==> config.mk <==
export PLATFORM = sky130hd
export DESIGN_NAME = dmem_arbiter
export DESIGN_NICKNAME = d
export VERILOG_FILES = /design/src/rtl/dmem_arbiter.sv
export SDC_FILE = /design/constraint.sdc
export NUM_CORES = 1
export LEC_CHECK = 0
export ABC_AREA = 1
export BUFFER_PORTS_ARGS = -buffer_cell sky130_fd_sc_hd__buf_4
export CORE_MARGIN = 8
export CORE_UTILIZATION = 35
export CTS_CLUSTER_SIZE = 30
export DETAILED_ROUTE_END_ITERATION = 10
export GPL_ROUTABILITY_DRIVEN = 0
export GPL_TIMING_DRIVEN = 0
export PLACE_DENSITY_LB_ADDON = 0.3
export SLEW_MARGIN = 15
export SYNTH_ARGS = -nofsm -noshare
export SYNTH_HDL_FRONTEND = slang
export SYNTH_SLANG_ARGS = --single-unit
export TNS_END_PERCENT = 50
==> constraint.sdc <==
create_clock -name clk -period 1.5 [get_ports clk]
set_input_delay 0.075 -clock clk [delete_from_list [all_inputs] [get_ports clk]]
set_output_delay 0.075 -clock clk [all_outputs]
set_load 0.05 [all_outputs]
==> src/rtl/dmem_arbiter.sv <==
// dmem_arbiter: shares one single-port data memory between the core
// load/store path (port 0) and the loader/debug DMA (port 1).
// Round-robin arbitration, programmable wait states, a port-0 lock for
// read-modify-write sequences, and an out-of-range flag.
module dmem_arbiter #(
  parameter int DEPTH       = 128,
  parameter int WAIT_CYCLES = 1
) (
  input  logic        clk,
  input  logic        rst,
  // port 0: core load/store path
  input  logic        req0,
  input  logic        we0,
  input  logic [31:0] addr0,
  input  logic [31:0] wdata0,
  input  logic        lock0,
  output logic        ack0,
  output logic        err0,
  output logic [31:0] rdata0,
  // port 1: loader / debug DMA
  input  logic        req1,
  input  logic        we1,
  input  logic [31:0] addr1,
  input  logic [31:0] wdata1,
  output logic        ack1,
  output logic        err1,
  output logic [31:0] rdata1,
  // memory side
  output logic        mem_en,
  output logic        mem_we,
  output logic [31:0] mem_addr,
  output logic [31:0] mem_wdata,
  input  logic [31:0] mem_rdata,
  // status
  output logic        busy,
  output logic        grant
);

  typedef enum logic [1:0] {
    IDLE = 2'd0,
    BUSY = 2'd1,
    DONE = 2'd2
  } state_t;

  localparam logic [3:0]  CNT_INIT = 4'(WAIT_CYCLES);
  localparam logic [29:0] DEPTH_W  = 30'(DEPTH);

  state_t      state_reg, state_next;
  logic [3:0]  cnt_reg;
  logic        locked_reg;
  logic        last_reg;
  logic        gnt_reg;
  logic        we_reg;
  logic        err_reg;
  logic [31:0] addr_reg;
  logic [31:0] wdata_reg;
  logic [31:0] rdata_reg;

  // Arbitration decision for the current IDLE cycle
  logic        grant_valid;
  logic        grant_port;
  logic        sel_we;
  logic [31:0] sel_addr;
  logic [31:0] sel_wdata;
  logic        out_of_range;

  // Pick the port to serve: lock restricts to port 0, ties go to the port not served last
  always_comb begin
    grant_valid = 1'b0;
    grant_port  = 1'b0;
    if (locked_reg) begin
      grant_valid = req0;
      grant_port  = 1'b0;
    end else if (req0 && req1) begin
      grant_valid = 1'b1;
      grant_port  = ~last_reg;
    end else if (req0) begin
      grant_valid = 1'b1;
      grant_port  = 1'b0;
    end else if (req1) begin
      grant_valid = 1'b1;
      grant_port  = 1'b1;
    end
    sel_we       = grant_port ? we1    : we0;
    sel_addr     = grant_port ? addr1  : addr0;
    sel_wdata    = grant_port ? wdata1 : wdata0;
    out_of_range = (sel_addr[31:2] >= DEPTH_W);
  end

  // State register
  always_ff @(posedge clk) begin
    if (rst) state_reg <= IDLE;
    else     state_reg <= state_next;
  end

  // Next-state and output decode
  always_comb begin
    state_next = state_reg;
    busy       = 1'b0;
    mem_en     = 1'b0;
    mem_we     = 1'b0;
    ack0       = 1'b0;
    err0       = 1'b0;
    rdata0     = 32'h0;
    ack1       = 1'b0;
    err1       = 1'b0;
    rdata1     = 32'h0;
    mem_addr   = addr_reg;
    mem_wdata  = wdata_reg;
    grant      = gnt_reg;
    case (state_reg)
      IDLE: begin
        if (grant_valid) state_next = out_of_range ? DONE : BUSY;
      end
      BUSY: begin
        busy   = 1'b1;
        mem_en = 1'b1;
        // Strobe only on the final access cycle so a store writes once;
        // reset suppresses it immediately so an aborted store never lands.
        mem_we = we_reg && (cnt_reg == 4'd0) && !rst;
        if (cnt_reg == 4'd0) state_next = DONE;
      end
      DONE: begin
        busy       = 1'b1;
        state_next = IDLE;
        if (gnt_reg) begin
          ack1   = 1'b1;
          err1   = err_reg;
          rdata1 = rdata_reg;
        end else begin
          ack0   = 1'b1;
          err0   = err_reg;
          rdata0 = rdata_reg;
        end
      end
      default: state_next = IDLE;
    endcase
  end

  // Transaction latches, wait counter, round-robin history and lock
  always_ff @(posedge clk) begin
    if (rst) begin
      cnt_reg    <= 4'd0;
      locked_reg <= 1'b0;
      last_reg   <= 1'b1;
      gnt_reg    <= 1'b0;
      we_reg     <= 1'b0;
      err_reg    <= 1'b0;
      addr_reg   <= 32'h0;
      wdata_reg  <= 32'h0;
      rdata_reg  <= 32'h0;
    end else begin
      case (state_reg)
        IDLE: begin
          if (grant_valid) begin
            gnt_reg   <= grant_port;
            we_reg    <= sel_we;
            addr_reg  <= sel_addr;
            wdata_reg <= sel_wdata;
            cnt_reg   <= CNT_INIT;
            err_reg   <= out_of_range;
            rdata_reg <= 32'h0;
          end
        end
        BUSY: begin
          if (cnt_reg != 4'd0) cnt_reg <= cnt_reg - 4'd1;
          else                 rdata_reg <= we_reg ? 32'h0 : mem_rdata;
        end
        DONE: begin
          last_reg <= gnt_reg;
          if (!gnt_reg) locked_reg <= lock0;
        end
        default: ;
      endcase
    end
  end

endmodule

Word-level counts from Yosys, hierarchy flattened
Cells that the tools add are included.

word-level totals
  output and inout bits = 136
  word-level logic and storage cells = 70
  register bits after elaboration = 107
  input port bits = 167

operators by class
  muxes and demuxes = 36
  equal/unequal tests = 6
  $lt $le $gt $ge = 1
  reductions and logical operators = 14
  bitwise operators = 2
  add/subtract/negate cells = 1

operators by type and width
  operator               number
  $mux W32               9
  $pmux W32 S2           1
  $ge A30 B8 Y1 const B  1
  $mux W1                19
  $mux W4                2
  $ne A2 B2 Y1 const B   4
  $pmux W4 S2            1
  $mux W2                3
  $reduce_and A2 Y1      3
  $reduce_and A3 Y1      2
  $logic_not A4 Y1       1
  $pmux W2 S2            1
  $reduce_bool A4 Y1     1
  $sub A4 B1 Y4 const B  1
  $logic_and A1 B1 Y1    3
  $eq A2 B1 Y1 const B   1
  $eq A2 B2 Y1 const B   1
  $logic_not A2 Y1       1
  $not A1 Y1             2
  $reduce_bool A2 Y1     1
  $reduce_or A2 Y1       1
  $logic_not A1 Y1       1

Longest topological paths before layout
  depth in word-level cells = 9
  mapped depth = 12
  mapped depth without buffers = 11

Worst setup path before layout
Ideal clock, no wire load.

  path type = reg2out
  start = register state_reg[0]
  end = output port rdata0[10]
  data arrival time = 2.569 ns
  buffers on the path = 1
  data required time = 1.425 ns
  path slack = -1.144 ns
  cell stages (with the launch flop) = 8
  cells stage by stage = dfxtp_1 > inv_1 > ha_1 > inv_1 > nor2_1 > clkinv_1 > clkbuf_1 > nor2_1

between the ends
  longest elaborated chain between the ends = 2

ends and longest elaborated chain
  element                 line  RTL
  start, declared         48    state_t state_reg, state_next;
  start signal, assigned  93    else state_reg <= state_next;
  $eq A2 B2 Y1            111   case (state_reg)
  $mux W32                111
  end, declared           19    output logic [31:0] rdata0,

No other way between the ends.

Final worst setup path
  start = register state_reg[0]
  end = output port rdata0[17]

Same word-level chain as after synthesis.

==> metrics.md <==
| Metric | Value |
|---|---|
| Die Span X | `between 100 and 150 µm` |
| CP Launch Type | `flip-flop` |
| CP Class | `flip-flop to primary output` |
| Core area | `14300 µm²` |
| Final-report hold violation count | `0` |
| Post-synth EDFFs | `0` |
| Number of global-route vias before repair | `roughly 6900` |
| Fmax | `about 570 MHz` |
| Largest net degree at the start of global routing | `17` |
| Dpl hpwl | `about 17 mm` |
| Post-Syn Area | `just over 5000 µm²` |
| TritonCTS buffer count | `9` |
| Total power | `between 10 and 15 mW` |
| 1st-iter DRT viols | `between 400 and 500` |
| Area grow syn2layout | `123%` |
| Max VDD drop | `~630 µV` |
| Final Cycle Share | `116%` |
| Status | `complete, but fails checks` |
| Vias per cell | `between 5 and 6` |
| Ys async rst share | `0%` |
| Final setup TNS | `-20.43 ns` |
| Min Hold Slack | `between 0.0015 and 0.002 ns` |
| Largest cells by area after synthesis | `dfxtp_1, a21oi_1, nand2_1, o21ai_0, nor2_1` |
| WP data required | `approximately 1.4 ns` |
| Initial Util | `35.3%` |
| PortBufs | `302` |
| Flop-to-flop setup slack | `-0.21 ns` |
| Tot GR Track Use | `about a quarter` |
| Initial antenna violation count | `3` |
| FP Rows | `44` |
| Synth cell types | `28` |
| Crit-path max FO | `5` |
| Post-synth top area share | `42.3%` |
| First-pass GRT wire length | `around 36 mm` |
| Clock root cell | `clkbuf_16` |
| Die Y | `roughly 140 µm` |
| Layout cells sized above 1 | `between 50% and 60%` |
| Sw Ratio | `~39%` |
| LEAKAGE | `roughly 4.8 nW` |
| Final setup violating endpoints | `172` |
| Gate power share | `43.8%` |
| Slew margin rel. | `37.7%` |
| Avg Synthesized Cell Area | `7.05 µm²` |
| DRC | `0` |
| Clock power share | `23.5%` |
| Syn Nets | `about 900` |
| Routed WL | `29.1 mm` |
| Die Area | `18600 µm²` |
| Psw | `~4.0 mW` |
| Ys flop type | `dfxtp_1` |
| Clock slew at reported path FFs | `roughly 0.080 ns` |
| Synth Instances | `between 700 and 800` |
| Seq/Total Area, Yosys | `~42%` |
| Pint | `~6.3 mW` |
| Critical Path Sink Type | `primary output` |
| Total grt overflow | `0` |
| Sequential share of power | `32.7%` |
| Clock Latency Late Sink | `0.36 ns` |
| Area leader, netlist | `dfxtp_1` |
| ANT nets after route | `0` |
| Worst Skew | `0.00956 ns` |
| Area post-placement | `between 8000 and 9000 µm²` |
| Max-slew violation count | `0` |
| Initial DRT Pass Iterations | `5` |
| RSZ-0062 raised after global routing | `true` |
| Pwr Density | `between 900 and 1000 nW/µm²` |
| Synth top cells by count | `nand2_1, a21oi_1, dfxtp_1, nor2_1, o21ai_0` |
| Top-count cell post-synth | `nand2_1` |
| I/O pin count | `roughly 300` |
| Synth warn | `0` |
| Setup WS post-layout | `-0.241 ns` |
| Clock sink total | `roughly 110` |
| H-tree levels | `3` |
| CTS tree | `done` |
| Max-Cap Viols | `0` |
| Slew @ Worst Pin | `around 0.93 ns` |
| Clock Path Buffers | `2` |
| Failing checks | `setup timing` |
| CP Data Arrival Time | `between 1.5 and 2 ns` |
| Worst hold-check path type | `input pin to flip-flop` |
| DR vias | `between 7000 and 8000` |
| Final net count | `about 1300` |
| Wire length per cell | `approximately 21 µm` |
| Synthesis-stage register bit count | `around 110` |
| Setup WS pre-CTS | `-0.278 ns` |
| Final min period | `roughly 1.7 ns` |
| Fin area | `11300 µm²` |
## routing by layer
| layer | global-route usage, % | wire length [µm] | up-vias |
|---|---|---|---|
| met4 | 11.5 | 1380 | 0 |
| met5 | 0 | 0 | - |
| met3 | 7.54 | 2860 | 112 |
| met2 | 43.6 | 14800 | 479 |
| li1 | - | - | 3309 |
| met1 | 27.4 | 10000 | 3476 |
## cell type report
type	count	area, µm²
well taps	184	230
plain buffers	53	594
inverters	68	278
fillers	844	3020
flip-flops and latches	107	2150
multi-input cells	491	3590
clock buffers	11	233
repair inverters	1	8.76
clock inverters	5	53.8
repair buffers	439	4150
diodes	4	10.0
## logic make-up after synthesis
group / after synthesis / synth area share [%]
fa+ha+maj: 5 / 1.24
compound gates: 246 / 26.8
simple gates: 238 / 19.4
flops: 107 / 42.3
buf+inv: 122 / 10.3
## cells in the final DEF, fill, tap and decap left out, types with 16 or more instances in the layout
cell type | synthesis | final
nor2_4 | 1 | 70
o21ai_2 | 0 | 33
a21oi_2 | 0 | 37
buf_6 | 4 | 62
buf_8 | 0 | 41
o21ai_1 | 2 | 20
nand2_2 | 2 | 16
a21oi_1 | 118 | 70
clkbuf_16 | 0 | 25
a211oi_1 | 33 | 24
inv_1 | 62 | 55
dlygate4sd3_1 | 0 | 82
nand2_1 | 122 | 106
dfxtp_1 | 107 | 101
buf_4 | 4 | 268
a31oi_1 | 21 | 21
## path summary, 6_finish.rpt
| path | cells past startpoint | startpoint | endpoint |
|---|---|---|---|
| setup / recovery | 9 | state_reg[0] | rdata0[17] |
| setup reg to reg | 9 | state_reg[0] | mem_wdata[22] |
| hold / removal | 3 | wdata0[4] | mem_wdata[4] |
| hold reg to reg | 2 | last_reg | last_reg |
## critical path, stage by stage (launching register included)
cell and delay [ns]:
dfxtp_4 0.36, inv_4 0.06, ha_4 0.14, inv_4 0.04
nor2_4 0.12, buf_6 0.14, inv_6 0.05, buf_8 0.14
nor2_4 0.09, buf_6 0.16
## power by group through the flow
| stage | clock network [mW] | registers [mW] | logic, mW |
|---|---|---|---|
| 2_1_floorplan | 0 | 4.07 | 1.36 |
| 3_3_place_gp | 0 | 3.36 | 3.16 |
| 3_5_place_dp | 0 | 3.37 | 3.18 |
| 4_1_cts | 2.43 | 3.31 | 3.60 |
| 5_1_grt | 2.53 | 3.40 | 4.72 |
| 6_report | 2.43 | 3.38 | 4.52 |
## what timing repair did
item                                   4_1_cts  5_1_grt
resized for setup                          144      314
setup endpoints to repair                  172      173
cloned                                       8       12
buffers inserted                            17       21
endpoints found under the hold margin       42        1
pin swaps                                   11       27
hold buffers                                81        1
## through the flow
stage,cells,util (%)
final,1363,78.9
after global routing,1362,78.9
after CTS,1325,69.8
after detailed placement,1204,56.8
after global placement,1204,56.8
after floorplan,718,-
(Power assumes the default switching activity.)
